==> config.mk <==
export PLATFORM = sky130hd
export DESIGN_NAME = fp_norm_round_flat
export DESIGN_NICKNAME = d
export VERILOG_FILES = /design/src/rtl/fp_mult_pkg.sv /design/src/rtl/fp_norm_round_if.sv /design/src/rtl/fp_rne_rounder.sv /design/src/rtl/fp_norm_round.sv /design/src/flat_wrapper.sv
export SDC_FILE = /design/constraint.sdc
export NUM_CORES = 1
export LEC_CHECK = 0
export CORE_AREA = 2 2 103 115
export CTS_CLUSTER_DIAMETER = 40
export DETAILED_ROUTE_END_ITERATION = 6
export DIE_AREA = 0 0 105 117
export HOLD_SLACK_MARGIN = 0.12
export PLACE_DENSITY = 0.85
export SYNTH_ARGS = -nofsm -noshare
export SYNTH_HDL_FRONTEND = slang
export SYNTH_SLANG_ARGS = --single-unit
export TNS_END_PERCENT = 20
==> constraint.sdc <==
create_clock -name clk -period 6.7 [get_ports clk]
set_input_delay 1.005 -clock clk [delete_from_list [all_inputs] [get_ports clk]]
set_output_delay 1.005 -clock clk [all_outputs]
set_load 0.01 [all_outputs]
==> src/rtl/fp_mult_pkg.sv <==
// Shared format constants and FSM encoding for the real multiplier datapath.
// The exponent adder and the normalize/round stage both key their widths off IS_DOUBLE here.
package fp_mult_pkg;

  function automatic int fmt_width(input bit is_double);
    return is_double ? 64 : 32;
  endfunction

  function automatic int fmt_exp_w(input bit is_double);
    return is_double ? 11 : 8;
  endfunction

  function automatic int fmt_mant_w(input bit is_double);
    return is_double ? 52 : 23;
  endfunction

  function automatic int fmt_bias(input bit is_double);
    return is_double ? 1023 : 127;
  endfunction

  // Product of two significands with hidden bits: two integer bits above the fraction.
  function automatic int fmt_pw(input bit is_double);
    return 2 * (fmt_mant_w(is_double) + 1);
  endfunction

  typedef logic [1:0] state_t;

  localparam state_t ST_IDLE  = 2'd0;
  localparam state_t ST_ALIGN = 2'd1;
  localparam state_t ST_ROUND = 2'd2;
  localparam state_t ST_DONE  = 2'd3;

  // Magnitude (everything below the sign) of infinity, zero-extended to the binary64 size.
  localparam logic [62:0] SP_INF_MAG = {32'd0, 8'hFF, 23'd0};
  localparam logic [62:0] DP_INF_MAG = {11'h7FF, 52'd0};
  localparam logic [62:0] ZERO_MAG   = 63'd0;

endpackage

==> src/rtl/fp_norm_round_if.sv <==
// Operand bundle in, packed result out, each side with its own valid/ready pair.
interface fp_norm_round_if #(
  parameter bit IS_DOUBLE = 1'b0
) ();
  import fp_mult_pkg::*;

  localparam int WIDTH = fmt_width(IS_DOUBLE);
  localparam int EW    = fmt_exp_w(IS_DOUBLE);
  localparam int PW    = fmt_pw(IS_DOUBLE);

  logic             in_valid;
  logic             in_ready;
  logic             in_sign;
  logic [EW+1:0]    in_exp;
  logic [PW-1:0]    in_prod;
  logic             in_zero;
  logic             out_valid;
  logic             out_ready;
  logic [WIDTH-1:0] res;
  logic             overflow;
  logic             underflow;
  logic             inexact;

  modport master (
    output in_valid, in_sign, in_exp, in_prod, in_zero, out_ready,
    input  in_ready, out_valid, res, overflow, underflow, inexact
  );

  modport slave (
    input  in_valid, in_sign, in_exp, in_prod, in_zero, out_ready,
    output in_ready, out_valid, res, overflow, underflow, inexact
  );

endinterface

==> src/rtl/fp_rne_rounder.sv <==
// Round-to-nearest-even on an {exponent, mantissa} field pair.
// The increment carries straight into the exponent, so mantissa overflow needs no special case.
module fp_rne_rounder #(
  parameter int EW = 8,
  parameter int MW = 23
) (
  input  logic [EW-1:0]    ef_i,
  input  logic [MW-1:0]    mant_i,
  input  logic             g_i,
  input  logic             st_i,
  output logic [EW+MW-1:0] field_o,
  output logic             overflow_o,
  output logic             inexact_o
);

  logic up;

  assign up         = g_i & (st_i | mant_i[0]);
  assign field_o    = {ef_i, mant_i} + {{(EW+MW-1){1'b0}}, up};
  assign overflow_o = &field_o[EW+MW-1 -: EW];
  assign inexact_o  = g_i | st_i;

endmodule

==> src/rtl/fp_norm_round.sv <==
// Normalize, denormalize and round the raw significand product, then pack the IEEE-754 result.
// One shift per cycle in ALIGN; out_valid rises one cycle after the FSM reaches DONE.
module fp_norm_round #(
  parameter bit IS_DOUBLE = 1'b0
) (
  input logic            clk,
  input logic            rst_n,
  fp_norm_round_if.slave bus
);
  import fp_mult_pkg::*;

  localparam int WIDTH = fmt_width(IS_DOUBLE);
  localparam int EW    = fmt_exp_w(IS_DOUBLE);
  localparam int MW    = fmt_mant_w(IS_DOUBLE);
  localparam int PW    = fmt_pw(IS_DOUBLE);
  localparam int XW    = EW + 3;

  localparam logic signed [XW-1:0] E_ONE   = XW'(1);
  localparam logic signed [XW-1:0] E_SHORT = XW'(-(MW + 2));
  localparam logic signed [XW-1:0] E_MAX   = XW'((1 << EW) - 1);

  localparam logic [62:0]      INF_WIDE  = IS_DOUBLE ? DP_INF_MAG : SP_INF_MAG;
  localparam logic [WIDTH-2:0] INF_MAG   = INF_WIDE[WIDTH-2:0];
  localparam logic [WIDTH-2:0] ZERO_FLD  = ZERO_MAG[WIDTH-2:0];

  state_t               state_q, state_d;
  logic [PW-1:0]        p_q, p_d;
  logic signed [XW-1:0] e_q, e_d;
  logic                 s_q, s_d;
  logic                 sign_q, sign_d;
  logic [WIDTH-1:0]     res_q, res_d;
  logic                 ovf_q, ovf_d;
  logic                 unf_q, unf_d;
  logic                 inx_q, inx_d;
  logic                 out_valid_q, out_valid_d;

  logic [EW-1:0]        ef;
  logic [MW-1:0]        mant;
  logic                 g_bit;
  logic                 st_bit;
  logic [EW+MW-1:0]     rnd_field;
  logic                 rnd_ovf;
  logic                 rnd_inx;

  // A product without its weight-1 bit set has reached the denormal range: exponent field 0.
  assign ef     = p_q[PW-2] ? e_q[EW-1:0] : '0;
  assign mant   = p_q[PW-3 -: MW];
  assign g_bit  = p_q[PW-3-MW];
  assign st_bit = (|p_q[PW-4-MW:0]) | s_q;

  fp_rne_rounder #(
    .EW (EW),
    .MW (MW)
  ) u_rounder (
    .ef_i       (ef),
    .mant_i     (mant),
    .g_i        (g_bit),
    .st_i       (st_bit),
    .field_o    (rnd_field),
    .overflow_o (rnd_ovf),
    .inexact_o  (rnd_inx)
  );

  always_comb begin
    state_d     = state_q;
    p_d         = p_q;
    e_d         = e_q;
    s_d         = s_q;
    sign_d      = sign_q;
    res_d       = res_q;
    ovf_d       = ovf_q;
    unf_d       = unf_q;
    inx_d       = inx_q;
    out_valid_d = out_valid_q;

    case (state_q)
      ST_IDLE: begin
        if (bus.in_valid) begin
          if (bus.in_zero || (bus.in_prod == '0)) begin
            res_d   = {bus.in_sign, ZERO_FLD};
            ovf_d   = 1'b0;
            unf_d   = 1'b0;
            inx_d   = 1'b0;
            state_d = ST_DONE;
          end else begin
            p_d     = bus.in_prod;
            e_d     = {bus.in_exp[EW+1], bus.in_exp};
            s_d     = 1'b0;
            sign_d  = bus.in_sign;
            state_d = ST_ALIGN;
          end
        end
      end

      ST_ALIGN: begin
        if (p_q[PW-1]) begin
          p_d = p_q >> 1;
          s_d = s_q | p_q[0];
          e_d = e_q + E_ONE;
        end else if (e_q < E_SHORT) begin
          // Far below the denormal range every bit would be shifted out anyway.
          s_d = s_q | (|p_q);
          p_d = '0;
          e_d = E_ONE;
        end else if (e_q < E_ONE) begin
          p_d = p_q >> 1;
          s_d = s_q | p_q[0];
          e_d = e_q + E_ONE;
        end else if (!p_q[PW-2] && (p_q != '0) && (e_q > E_ONE)) begin
          p_d = p_q << 1;
          e_d = e_q - E_ONE;
        end else begin
          state_d = ST_ROUND;
        end
      end

      ST_ROUND: begin
        if (e_q >= E_MAX) begin
          res_d = {sign_q, INF_MAG};
          ovf_d = 1'b1;
          unf_d = 1'b0;
          inx_d = 1'b1;
        end else begin
          res_d = {sign_q, rnd_field};
          ovf_d = rnd_ovf;
          unf_d = (ef == '0) & rnd_inx;
          inx_d = rnd_inx;
        end
        state_d = ST_DONE;
      end

      default: begin
        if (!out_valid_q) begin
          out_valid_d = 1'b1;
        end else if (bus.out_ready) begin
          out_valid_d = 1'b0;
          state_d     = ST_IDLE;
        end
      end
    endcase
  end

  always_ff @(posedge clk or negedge rst_n) begin
    if (!rst_n) begin
      state_q     <= ST_IDLE;
      p_q         <= '0;
      e_q         <= '0;
      s_q         <= 1'b0;
      sign_q      <= 1'b0;
      res_q       <= '0;
      ovf_q       <= 1'b0;
      unf_q       <= 1'b0;
      inx_q       <= 1'b0;
      out_valid_q <= 1'b0;
    end else begin
      state_q     <= state_d;
      p_q         <= p_d;
      e_q         <= e_d;
      s_q         <= s_d;
      sign_q      <= sign_d;
      res_q       <= res_d;
      ovf_q       <= ovf_d;
      unf_q       <= unf_d;
      inx_q       <= inx_d;
      out_valid_q <= out_valid_d;
    end
  end

  assign bus.in_ready  = (state_q == ST_IDLE);
  assign bus.out_valid = out_valid_q;
  assign bus.res       = res_q;
  assign bus.overflow  = ovf_q;
  assign bus.underflow = unf_q;
  assign bus.inexact   = inx_q;

endmodule

==> src/flat_wrapper.sv <==
// flat-port wrapper written by rule: the top's interface ports become plain ports
module fp_norm_round_flat import fp_mult_pkg::*;
#(
  parameter bit IS_DOUBLE = 1'b0
)
  (clk, rst_n, bus_in_valid, bus_in_sign, bus_in_exp, bus_in_prod, bus_in_zero, bus_out_ready, bus_in_ready, bus_out_valid, bus_res, bus_overflow, bus_underflow, bus_inexact);
  fp_norm_round_if #(.IS_DOUBLE(IS_DOUBLE)) bus_i ();
  input logic clk;
  input logic rst_n;
  input wire logic [$bits(bus_i.in_valid)-1:0] bus_in_valid;
  input wire logic [$bits(bus_i.in_sign)-1:0] bus_in_sign;
  input wire logic [$bits(bus_i.in_exp)-1:0] bus_in_exp;
  input wire logic [$bits(bus_i.in_prod)-1:0] bus_in_prod;
  input wire logic [$bits(bus_i.in_zero)-1:0] bus_in_zero;
  input wire logic [$bits(bus_i.out_ready)-1:0] bus_out_ready;
  output wire logic [$bits(bus_i.in_ready)-1:0] bus_in_ready;
  output wire logic [$bits(bus_i.out_valid)-1:0] bus_out_valid;
  output wire logic [$bits(bus_i.res)-1:0] bus_res;
  output wire logic [$bits(bus_i.overflow)-1:0] bus_overflow;
  output wire logic [$bits(bus_i.underflow)-1:0] bus_underflow;
  output wire logic [$bits(bus_i.inexact)-1:0] bus_inexact;
  assign bus_i.in_valid = bus_in_valid;
  assign bus_i.in_sign = bus_in_sign;
  assign bus_i.in_exp = bus_in_exp;
  assign bus_i.in_prod = bus_in_prod;
  assign bus_i.in_zero = bus_in_zero;
  assign bus_i.out_ready = bus_out_ready;
  assign bus_in_ready = bus_i.in_ready;
  assign bus_out_valid = bus_i.out_valid;
  assign bus_res = bus_i.res;
  assign bus_overflow = bus_i.overflow;
  assign bus_underflow = bus_i.underflow;
  assign bus_inexact = bus_i.inexact;
  fp_norm_round #(.IS_DOUBLE(IS_DOUBLE)) u_core (.clk(clk), .rst_n(rst_n), .bus(bus_i));
endmodule
Word level (Yosys, flattened, before mapping). Cells that the tools add are included. Widths: inputs -> output; s select.

Input bits: 64. Flip-flop bits (word level): 99. Logic and storage cells: 103. Output and inout bits: 37.

Bitwise gates (word level): 8. Magnitude comparators: 4. Equality and inequality tests: 11. Reduce and logical (&&, ||, !) cells: 22. Multiplexer cells: 44. Add/sub/neg operators: 3.

Operators by type and width (count): $mux 48 (6); $pmux 48 s2 (1); $mux 11 (6); $mux 32 (2); $pmux 32 s2 (1); $logic_not 48->1 (1); $reduce_bool 48->1 (1); $reduce_or 48->1 (1); $add 31x1->31 (1); $mux 31 (1); $pmux 11 s2 (1); $reduce_or 22->1 (1); $mux 2 (8); $mux 1 (12); $ne 2x2->1 const B (6); $add 11x2->11 const B (1); $ge 11x9->1 const B (1); $gt 11x2->1 const B (1); $lt 11x2->1 const B (1); $lt 11x6->1 const B (1); $sub 11x2->11 const B (1); $reduce_and 3->1 (3); $logic_not 8->1 (1); $mux 8 (1); 20 further kinds (32).

Longest topological paths before layout.
Depth in word-level cells: 8. Mapped depth: 11. Mapped depth without buffers: 8.

Cells and area by module. Synthesis repeated with hierarchy kept, for this count alone.

Cells, all modules: 718. Area total of the unflattened synthesis: 6472.5 um^2.

Modules (own cells, without submodules): fp_norm_round (seq. area each 2477.4 um^2, instances 1, cells an instance 619, area each 5760.5 um^2); fp_rne_rounder (seq. area each 0.0 um^2, instances 1, cells an instance 99, area each 711.9 um^2).

Least setup slack after synthesis. Ideal clock, no wire load.

Path kind: input-to-reg. From: input bus_in_prod[40]. To: register u_core.ovf_q (netlist: u_core.bus.overflow). Library setup time: 0.092 ns. Stages on the path: 6. Path slack: 3.849 ns. Required time: 6.608 ns. Data arrival time: 2.759 ns. Path buffers: 0. Cell sequence: nor4_1 -> nand4_1 -> nor4_2 -> a31oi_1 -> or4_1 -> o31ai_2.

Word-level cells in the longest chain between the ends: 4.

RTL lines: from (decl) (RTL line flat_wrapper.sv:13) `input wire logic [$bits(bus_i.in_prod)-1:0] bus_in_prod;`; $logic_not 48->1 (RTL line fp_norm_round.sv:79) `if (bus.in_zero || (bus.in_prod == '0)) begin`; $logic_or 1x1->1 (RTL line fp_norm_round.sv:79); $ne 2x1->1 (no line); $reduce_and 3->1 (no line); to (signal assigned) (RTL line fp_norm_round.sv:162) `ovf_q <= ovf_d;`; to (decl) (RTL line fp_norm_round.sv:32) `logic ovf_q, ovf_d;`.

No other way between the ends. A chain may end at the register's enable or synchronous reset.

Final worst setup path.
From: input bus_in_prod[10]. To: register u_core.ovf_q (netlist: u_core.bus.overflow).

Same word-level chain as after synthesis.

==> flow_metrics.tcl <==
set metrics [dict create \
    status "finished, final reports clean" \
    route.detailed.drc 0 \
    nets 864 \
    gp_congestion 0.904 \
    setup_tns_ps 0 \
    wl_um 18900 \
    vias 6532 \
    synth_common_cells "dfrtp_1, a21oi_1, nand2_1, clkbuf_1" \
    irDropWorstVdd_uv 243 \
    dpl.hpwl_um 12700 \
    yosysMostFrequentCell "dfrtp_1" \
    cts_setup_buffers 0 \
    path_class "input port to flip-flop" \
    rows 41 \
    h-tree-depth 3 \
    cts.sink_count 99 \
    cts.clk_slew.worst_paths_ps 70 \
    nFillCells 939 \
    syn-num-nets 824 \
    die_h_um 117 \
    grt_max_degree 79 \
    rsz0062_at_grt "false" \
    finalSetupViolCount 0 \
    total_power_mw 3.79 \
    finalCriticalPeriod_ps 3900 \
    synth_area_leaders "dfrtp_1, a21oi_1, a221oi_1" \
    netlist_area_mm2 0.00639 \
    syn_avg_cell_area_um2 8.50 \
    postSynthCellCount 752 \
    die_x_um 105 \
    avgViaCountPerCell 6.91 \
    firstDrtPassIters 7 \
    grt_pass1_vias 5945 \
    cts_resized 0 \
    grt_use_total_pct 30.7 \
    synth_cell_types 70 \
    sw_frac_of_total_pct 47.7 \
    synthArstFlopShare_pct 100 \
    worstMarginPinSlew_ps 1090 \
    initial_utilization_pct 57.1 \
    startpoint_type "input port" \
    synth_ff_type "dfrtp_1" \
    cts_buffers 9 \
    io_buffers 100 \
    cp-end-kind "flip-flop" \
    max_freq_mhz 256 \
    hold_violations 0 \
    syn2layout_area_growth_pct 18.9 \
    finalClockSkew_ps 8.91 \
    drv_slew 0 \
    antenna_cells 0 \
    dieArea_mm2 0.0123 \
    yosysWarnings 0 \
    antenna_found_initial 0 \
    p_sw_mw 1.81 \
    power_frac_seq_pct 35.1 \
    ant_nets 0 \
    num_io_pins 101 \
    ys_seq_area_share_pct 38.8 \
    internal_power_mw 1.98 \
    synth_edf_count 0 \
    wl_per_cell_um 20.0 \
    overflow 0 \
    layout-drive-gt1-share_pct 5.28 \
    clock_latency_ps 350 \
    cts_hold_buf 0 \
    slew_headroom_pct 27.3 \
    p_clk_share_pct 13.8 \
    coreArea_mm2 0.0112 \
    worstPathArrival_ps 4160 \
    grt_pass1_wl_um 30400 \
    cts_tree "done" \
    cp.required_ps 6950 \
    period_share_pct 58.3 \
    hold_class "flip-flop to flip-flop" \
    p_leak_nw 2.97 \
    drt_iter0_drc 842 \
    yosys.area.top_type "dfrtp_1" \
    ys_ff_latch 99 \
    max_cap_viol_count 0 \
    synth_top_cell_area_share_pct 38.8 \
    pwr-share-comb_pct 51.0 \
    max-clock-path-buffers 2 \
    path_max_fanout 6 \
    cts_root_buf "clkbuf_16" \
    p_per_area_mw_per_mm2 498 \
]
-- layout by cell type, fill, tap and decap left out, types with 4 or more instances in the layout --
cell	instances
nor2_1	36
or3_1	8
a22o_1	4
buf_4	8
a21oi_1	97
a31oi_1	8
o21ai_0	37
xor2_1	14
nor3_1	8
and3_1	45
nand4_1	17
o211ai_1	9
o21ai_1	5
clkbuf_16	9
inv_1	14
mux2_1	4
dfrtp_1	99
xnor2_1	17
clkdlybuf4s50_1	99
a221oi_1	45
a32o_1	5
nand3_1	16
nand2_1	74
ha_1	7
nor4_1	31
-- worst max-delay path: stages --
cell and delay (ps):
clkdlybuf4s50_1 450, nor4_1 530, nand4_1 190, nor4_2 790, a31oi_1 360, or4_1 620, o31ai_2 200
-- registers in the layout, summed over array words and instances, names as in the netlist --
name / count
u_core.bus.inexact: 1
u_core.bus.res: 32
u_core.p_q: 48
u_core.state_q: 2
u_core.e_q: 11
u_core.sign_q: 1
u_core.bus.underflow: 1
u_core.bus.overflow: 1
u_core.s_q: 1
u_core.bus.out_valid: 1
-- per-layer routing --
layer	routed length [um]	vias up	global-route usage, %
li1	-	2930	-
met1	7660	3146	41.6
met2	9150	402	49.6
met3	1570	54	5.20
met4	511	0	12.3
met5	0	-	0
-- metrics by stage --
| stage | utilization [%] | instances | setup slack, ps | instance area (um^2) | hold WS, ps |
|---|---|---|---|---|---|
| after floorplan | - | 752 | 3850 | 6390 | 461 |
| after global placement | 65.4 | 931 | 2630 | 7310 | 463 |
| after detailed placement | 65.4 | 931 | 2530 | 7310 | 471 |
| after CTS | 67.9 | 945 | 2850 | 7600 | 485 |
| after global routing | 67.9 | 945 | 2560 | 7600 | 517 |
| final | 67.9 | 945 | 2800 | 7600 | 482 |
-- cell families (layout without fill, tap and decap cells) --
group / count (synthesis) / count (layout) / share of synthesized area, %
muxes: 9 / 9 / 1.53
and+or+nand+nor: 260 / 260 / 21.5
xor gates and xnor gates: 31 / 31 / 4.25
DFF: 99 / 99 / 38.8
AOI/OAI and AO/OA: 252 / 252 / 25.8
adders and majority gates: 8 / 8 / 1.57
buffers and inverters: 93 / 136 / 6.62
-- power by group through the flow --
stage	Sequential, mW	Combinational [mW]	Clock (mW)
5_1_grt	1.37	2.12	0.548
3_3_place_gp	1.30	1.83	0
3_5_place_dp	1.32	1.89	0
4_1_cts	1.31	1.90	0.530
6_report	1.33	1.93	0.524
2_1_floorplan	1.10	1.52	0
-- worst paths after layout --
kind	end	slack (ps)	depth (start not counted)	start
worst min register to register	u_core.bus.res[13]$_DFFE_PN0P_	480	2	u_core.bus.res[13]$_DFFE_PN0P_
min in group asynchronous	u_core.e_q[8]$_DFFE_PN0P_	620	1	rst_n
worst max register to register	u_core.e_q[10]$_DFFE_PN0P_	3350	8	u_core.e_q[0]$_DFFE_PN0P_
worst max-delay path	u_core.bus.overflow$_DFFE_PN0P_	2800	7	bus_in_prod[10]
max in group asynchronous	u_core.p_q[41]$_DFFE_PN0P_	4880	2	rst_n
worst min-delay path	u_core.bus.res[13]$_DFFE_PN0P_	480	2	u_core.bus.res[13]$_DFFE_PN0P_
-- layout make-up --
cell class / count / area [um^2] / share of cell area (%)
clock buffer: 10 / 239 / 3.15
timing repair buffer: 107 / 1050 / 13.8
clock inverter: 4 / 51.3 / 0.675
sequential: 99 / 2480 / 32.6
tap: 150 / 188 / 2.47
inverter: 15 / 56.3 / 0.741
multi-input combinational: 560 / 3540 / 46.5
Note: power is estimated with default switching activity, not from simulation.
